`src/rtl/barrel_shifter_pipe.sv`:
```
// barrel_shifter_pipe: pipelined WIDTH-bit shifter (SLL/SRL/SRA/ROL).
// It has one register stage per shift-amount bit and a global stall enable.
module barrel_shifter_pipe #(
  parameter int WIDTH = 8,
  localparam int SHW = $clog2(WIDTH)
) (
  input  logic             clk,
  input  logic             rst_n,
  input  logic             i_in_valid,
  output logic             o_in_ready,
  input  logic [WIDTH-1:0] i_din,
  input  logic [SHW-1:0]   i_sel,
  input  logic [1:0]       i_mode,
  output logic             o_out_valid,
  input  logic             i_out_ready,
  output logic [WIDTH-1:0] o_dout,
  output logic             o_zero
);
  logic             w_adv;
  logic [WIDTH-1:0] r_data [SHW];
  logic [WIDTH-1:0] w_data [SHW];
  logic [SHW-1:0]   r_sel  [SHW];
  logic [SHW-1:0]   w_sel  [SHW];
  logic [1:0]       r_mode [SHW];
  logic [1:0]       w_mode [SHW];
  logic             r_msb  [SHW];
  logic             w_msb  [SHW];
  logic             r_vld  [SHW];
  logic             w_vld  [SHW];

  assign w_adv       = !r_vld[SHW-1] || i_out_ready;
  assign o_in_ready  = w_adv;
  assign o_out_valid = r_vld[SHW-1];
  assign o_dout      = r_data[SHW-1];
  assign o_zero      = ~|r_data[SHW-1];

  for (genvar k = 0; k < SHW; k++) begin : g_stg
    localparam int S = 1 << k;
    logic [WIDTH-1:0] w_d;
    logic [SHW-1:0]   w_s;
    logic [1:0]       w_m;
    logic             w_x;
    logic             w_v;
    if (k == 0) begin : g_head
      assign {w_v, w_x, w_m, w_s, w_d} = {i_in_valid, i_din[WIDTH-1], i_mode, i_sel, i_din};
    end else begin : g_body
      assign {w_v, w_x, w_m, w_s, w_d} = {r_vld[k-1], r_msb[k-1], r_mode[k-1], r_sel[k-1], r_data[k-1]};
    end
    // The shift amount is consumed LSB-first, so each stage only ever looks at bit 0.
    assign w_sel[k]  = w_s >> 1;
    assign w_mode[k] = w_m;
    assign w_msb[k]  = w_x;
    assign w_vld[k]  = w_v;
    // Bubbles load zero so the output is 0 whenever the final valid bit is low.
    assign w_data[k] = !w_v ? '0 :
                       !w_s[0] ? w_d :
                       w_m == 2'd0 ? w_d << S :
                       w_m == 2'd1 ? w_d >> S :
                       w_m == 2'd2 ? (w_d >> S) | ({WIDTH{w_x}} << (WIDTH - S)) :
                       (w_d << S) | (w_d >> (WIDTH - S));
  end

  always_ff @(posedge clk or negedge rst_n)
    if (!rst_n) begin
      r_data <= '{default: '0};
      r_sel  <= '{default: '0};
      r_mode <= '{default: '0};
      r_msb  <= '{default: 1'b0};
      r_vld  <= '{default: 1'b0};
    end else if (w_adv) begin
      r_data <= w_data;
      r_sel  <= w_sel;
      r_mode <= w_mode;
      r_msb  <= w_msb;
      r_vld  <= w_vld;
    end
endmodule

```
`config.mk`:
```
export PLATFORM = sky130hd
export DESIGN_NAME = barrel_shifter_pipe
export DESIGN_NICKNAME = d
export VERILOG_FILES = /design/src/rtl/barrel_shifter_pipe.sv
export SDC_FILE = /design/constraint.sdc
export NUM_CORES = 1
export LEC_CHECK = 0
export BUFFER_PORTS_ARGS = -buffer_cell sky130_fd_sc_hd__buf_4
export CAP_MARGIN = 0
export CORE_MARGIN = 5
export CORE_UTILIZATION = 45
export CTS_CLUSTER_SIZE = 14
export DETAILED_ROUTE_END_ITERATION = 12
export HOLD_SLACK_MARGIN = 0.05
export PLACE_DENSITY = 0.61
export RECOVER_POWER = 50
export SLEW_MARGIN = 20
export SYNTH_ARGS = -nofsm -noshare
export SYNTH_HDL_FRONTEND = slang
export SYNTH_SLANG_ARGS = --single-unit
```
`constraint.sdc`:
```
create_clock -name clk -period 3.3 [get_ports clk]
set_input_delay 0.495 -clock clk [delete_from_list [all_inputs] [get_ports clk]]
set_output_delay 0.495 -clock clk [all_outputs]
set_load 0.005 [all_outputs]
```
==> metrics, run 1 <==
CP peak stage delay=710 ps; Worst-Skew Late Latency=280 ps; Vias per Instance=~5.4; Port Buffers=27; Total GRT Usage=between 15 and 20%; fmax=0.414 GHz; Via Count=1592; Clock Path Buffers=2; clock sinks=36; Post-route DRC=0; peak supply drop=roughly 240 uV; TritonCTS clock tree=yes; sequential fraction of the synthesis area=45.1%; vias in the first global route=between 1500 and 2000; Worst Hold Class=primary input to flip-flop; placed inst area=2160 um^2; PwrDens=714 nW/um^2; DRT antenna net count=0; cells resized by post-CTS repair=0; Worst setup startpoint=o_out_valid; required time worst endpoint=2800 ps; Worst Setup Start Kind=flip-flop; Initial Util=46.2%; Yosys Warn Count=0; status=finished with violations; Die ar.=5880 um^2; Worst slew margin=-27.6%; Slowest-stage cell, CP=clkinvlp_2; Post-Syn Area per Cell=approximately 9 um^2; Seq cells post-synth=36; Final Cell Area=2240 um^2; Hold Path End=g_stg[1].w_s[1]; reg-to-reg slack, setup=between 1000 and 1500 ps; # setup viols final=0; core area=4320 um^2; Iter 0 DRT Violations=54; syn_nets=between 200 and 250; CTS root buffer=clkbuf_8; Crit path arrival time=approximately 1900 ps; Post-CTS Setup Bufs=0; worst min-delay path startpoint=i_sel[2]; Antenna Cells=0; row count=24; GP Congestion=0.752; Tmin final=roughly 2400 ps; initial antenna violation count=0; setup_tns=0 ps; DP Wirelength=3030 um; max cap viols=1; remaining global-route overflow=0; count of cell types in the netlist=34; I/O Pins=28; Netlist Area Pre-Place=roughly 2000 um^2; Worst Max-Slew Pin Slew=1910 ps; CTS Buf Count=5; failing checks=capacitance limit, slew limit; hold buffer count at cts=0; Register-to-Register Path Depth=5; Reg2Reg Launch Point=o_out_valid; die width=76.7 um; Avg WL per Cell=14.2 um; WS Path Type=flip-flop to output pin; worst reg2reg endpoint=g_stg[2].w_d[7]; DRT Pass-1 Iters=4; CP cell instances=nor2b_2, clkinvlp_2, buf_4; Slew Viols, Final=37; maximum fanout along the worst path=25; fraction of layout cells with a size suffix above 1=16.5%; Mapped Cells=225; Fill cells=about 440; unrepaired setup endpoints after global routing=no; clock slew at reported path FFs=about 70 ps; Detailed Route WL=between 4000 and 5000 um; Lkg Pwr=approximately 1.1 nW; crit end category=output pin; Hold Vio Cnt, Final=0; final period utilization=73.3%; Syn-to-layout area delta=12.3%; final net count=259; H-Tree Level Count=2; Die Y=76.7 um; largest net degree at the start of global routing=44; hold path depth=3; first-pass GRT wire length=7650 um; worst path bufs/invs=2; final clock skew=approximately 4.3 ps; Crit path max-delay family=buffers and inverters
==> cells in the final DEF, fill, tap and decap left out, drive strengths merged, types with 6 or more instances in the layout <==
cell / n
nand2: 64
dfrtp: 36
buf: 26
nor2: 17
o21ai: 13
o211ai: 13
clkbuf: 9
a21o: 8
nand3: 7
a21oi: 7
a32o: 6
==> worst register-to-register path, stage by stage (launching register included) <==
cell and delay (ps):
dfrtp_1 340, nor2b_2 170, clkinvlp_2 710, o211ai_1 380, a21oi_1 70, a21o_1 170
==> where the power goes <==
group / switching, mW / internal, mW / leakage (nW)
clock network: 0.149 / 0.186 / 0.0503
logic: 0.260 / 0.280 / 0.569
registers: 0.163 / 0.565 / 0.463
total: 0.572 / 1.03 / 1.08
==> layout make-up <==
class | instances | area [um^2] | share of cell area, %
multi-input cells | 167 | 960 | 42.8
flip-flops and latches | 36 | 901 | 40.1
repair buffers | 28 | 206 | 9.20
clock buffers | 7 | 96.3 | 4.29
well taps | 52 | 65.1 | 2.90
inverters | 4 | 16.3 | 0.725
==> sequential cells by signal, summed over array words and instances (netlist names) <==
register	flops
g_stg.w_d	16
g_stg.w_v	2
o_out_valid	1
g_stg.w_s	3
o_dout	8
g_stg.w_m	4
g_stg.w_x	2
==> worst max-delay path by stage <==
stage	depth (start not counted)	endpoint
5_1_grt	3	o_in_ready
3_3_place_gp	5	g_stg[1].w_d[6]
3_5_place_dp	5	g_stg[1].w_d[1]
6_report	3	o_in_ready
2_1_floorplan	2	o_zero
4_1_cts	3	o_zero
==> logic make-up (layout without fill, tap and decap cells) <==
logic type	after synthesis	after routing	share of synthesized area [%]
and+or+nand+nor	95	95	19.3
buffers and inverters	22	39	7.07
adders and majority gates	1	1	0.501
xor gates and xnor gates	4	4	2.69
AOI/OAI and AO/OA	60	60	21.5
DFF	36	36	45.1
muxes	7	7	3.88
==> synthesized netlist by cell type <==
library cell / number / area share, %
a21o_1: 8 / 3.0
a21oi_1: 7 / 1.8
a221oi_1: 4 / 1.8
a22o_1: 2 / 0.88
a22oi_1: 1 / 0.38
a2bb2oi_1: 4 / 1.8
a32o_1: 6 / 3.0
buf_2: 6 / 1.5
buf_4: 4 / 1.5
buf_6: 4 / 2.3
clkbuf_1: 3 / 0.56
clkbuf_2: 1 / 0.25
clkinv_1: 1 / 0.19
dfrtp_1: 36 / 45
inv_1: 2 / 0.38
inv_6: 1 / 0.44
maj3_1: 1 / 0.50
mux2_2: 2 / 1.1
mux2_4: 1 / 0.75
mux2i_1: 4 / 2.0
nand2_1: 64 / 12
nand2b_1: 1 / 0.31
nand3_1: 7 / 1.8
nand3b_1: 1 / 0.38
nor2_1: 17 / 3.2
nor2b_1: 3 / 0.94
o2111ai_1: 1 / 0.44
o211ai_1: 13 / 4.9
o21ai_0: 13 / 3.3
o31ai_1: 1 / 0.38
or4_1: 2 / 0.75
xnor2_1: 2 / 0.88
xor2_1: 1 / 0.44
xor2_4: 1 / 1.4
==> metrics by stage <==
step	total power [mW]	setup WS (ps)	util (%)	std cells	hold slack [ps]
2_1_floorplan	1.12	1790	-	225	199
3_3_place_gp	1.28	1610	49.9	287	458
3_5_place_dp	1.29	1570	49.9	287	463
4_1_cts	1.63	1350	52.1	294	171
5_1_grt	1.75	694	51.9	294	408
6_report	1.60	883	51.9	294	406
==> metal layers <==
layer	up-vias	share of wire, %	global-route usage [%]
met1	735	43	18.8
met4	0	1.8	5.77
li1	818	-	-
met2	33	50	26.7
met5	-	0	0
met3	6	5.1	4.57
No activity file was read; power rests on OpenSTA's default activity.
==> run 2, diff against run 1 <==
- clock period: 3.3 -> 2.3 ns (I/O delays scaled with it)
==> metrics, run 2 (synthesis gave the netlist of run 1 again) <==
maximum fanout along the worst path=3 (was 25); hold buffer count at cts=1 (was 0); I/O Pins=28 (unchanged); Hold Vio Cnt, Final=0 (unchanged); die width=76.7 um (unchanged); DP Wirelength=3070 um (was 3030 um); met3 Resource Use GR=4.80% (was 4.57%); clock sinks=36 (unchanged); Avg WL per Cell=14.3 um (was 14.2 um); Post-CTS Setup Bufs=0 (unchanged); placed inst area=2160 um^2 (unchanged); DRT antenna net count=0 (unchanged); fraction of layout cells with a size suffix above 1=16.4% (was 16.5%); Crit path arrival time=1430 ps (was 1920 ps); Port Buffers=27 (unchanged); Total GRT Usage=15.2% (was 15.7%); final period utilization=between 70% and 80%; met1 usage=16.8% (was 18.8%); crit end category=output pin (unchanged); remaining global-route overflow=0 (unchanged); Lkg Pwr=1.09 nW (was 1.08 nW); Final Cell Area=2270 um^2 (was 2240 um^2); Initial Util=46.2% (unchanged); CTS Buf Count=5 (unchanged); peak supply drop=424 uV (was 244 uV); final net count=260 (was 259); Detailed Route WL=4240 um (was 4170 um); # setup viols final=0 (unchanged); Die Y=76.7 um (unchanged); core area=4320 um^2 (unchanged); Worst-Skew Late Latency=290 ps (was 280 ps); Worst slew margin=41.4% (was -27.6%); Via Count=1629 (was 1592); cells resized by post-CTS repair=0 (unchanged); DRT Pass-1 Iters=4 (unchanged); PwrDens=1040 nW/um^2 (was 714 nW/um^2); Place WS=730 ps (was 1570 ps); Worst Max-Slew Pin Slew=879 ps (was 1910 ps); Worst Setup Start Kind=flip-flop (unchanged); Die ar.=5880 um^2 (unchanged); vias in the first global route=1578 (was 1641); gr busiest metal=met2 (unchanged); fmax=around 0.56 GHz; clock slew at reported path FFs=70 ps (about the same); met2 GRT Util=26.4% (was 26.7%); CTS root buffer=clkbuf_8 (unchanged); Slew Viols, Final=0 (was 37); commonest non-fill, non-tap cell in the layout=nand2_1 (unchanged); Antenna Cells=0 (unchanged); largest net degree at the start of global routing=44 (unchanged); TritonCTS clock tree=yes (unchanged); row count=24 (unchanged); GP Congestion=0.812 (was 0.752); Reg2Reg Launch Point=g_stg[1].w_m[1] (was o_out_valid); Post-route DRC=0 (unchanged); setup slack after layout=529 ps (was 883 ps); WS Path Type=flip-flop to output pin (unchanged); Worst setup startpoint=o_dout[5] (was o_out_valid); Vias per Instance=5.50 (was 5.41); worst min-delay path startpoint=i_sel[2] (unchanged); initial antenna violation count=0 (unchanged); Tmin final=1770 ps; Worst Hold Class=primary input to flip-flop (unchanged); status=finished clean (was finished with violations); first-pass GRT wire length=7250 um (was 7650 um); commonest cells after routing, fill and taps aside=nand2_1, dfrtp_1, buf_4, nor2_1 (unchanged); Syn-to-layout area delta=13.4% (was 12.3%); Clock Path Buffers=2 (unchanged); required time worst endpoint=1960 ps (was 2800 ps); unrepaired setup endpoints after global routing=no (unchanged); setup_tns=0 ps (unchanged); max cap viols=0 (was 1); Iter 0 DRT Violations=64 (was 54); H-Tree Level Count=2 (unchanged); final clock skew=4.77 ps (was 4.30 ps); Largest register FFs=16 (unchanged)
## run 2: path summary, 6_finish.rpt
check | endpoint | slack [ps] | cells past startpoint
max in group asynchronous | g_stg[1].w_d[3] | 1050 | 2
min in group asynchronous | g_stg[1].w_s[1] | 700 | 2
min | g_stg[1].w_s[1] | 250 | 3
max reg2reg | g_stg[2].w_d[2] | 800 | 4
min reg2reg | g_stg[1].w_s[1] | 470 | 2
max | o_zero | 530 | 3
## run 2: worst max-delay path, stage by stage (launching register included)
cell	delay (ps)
dfrtp_1	390
or4_1	530
nor2_1	110
buf_4	110
## run 2: report_power, final
group,internal (mW),switching (mW)
Combinational,0.398,0.374
Sequential,0.811,0.241
Clock,0.322,0.223
## run 2: cell type report
class	instances	area, um^2
inverters	4	20.0
multi-input cells	167	960
fillers	432	2060
clock buffers	6	72.6
well taps	52	65.1
flip-flops and latches	36	901
clock inverters	2	35.0
repair buffers	29	214
## run 2: through the flow
stage	utilization [%]	hold WS [ps]	instances	power, mW
global placement	49.9	330	287	1.84
floorplan	-	49.4	225	1.61
finish	52.4	247	296	2.37
CTS	52.6	242	296	2.41
detailed placement	49.9	330	287	1.85
global route	52.4	241	296	2.54
## run 2: layer usage
metal  share of wire [%]  vias to the layer above
li1                    -                      817
met1                  42                      761
met2                  50                       42
met3                 5.3                        9
met4                 2.5                        0
met5                   0                        -
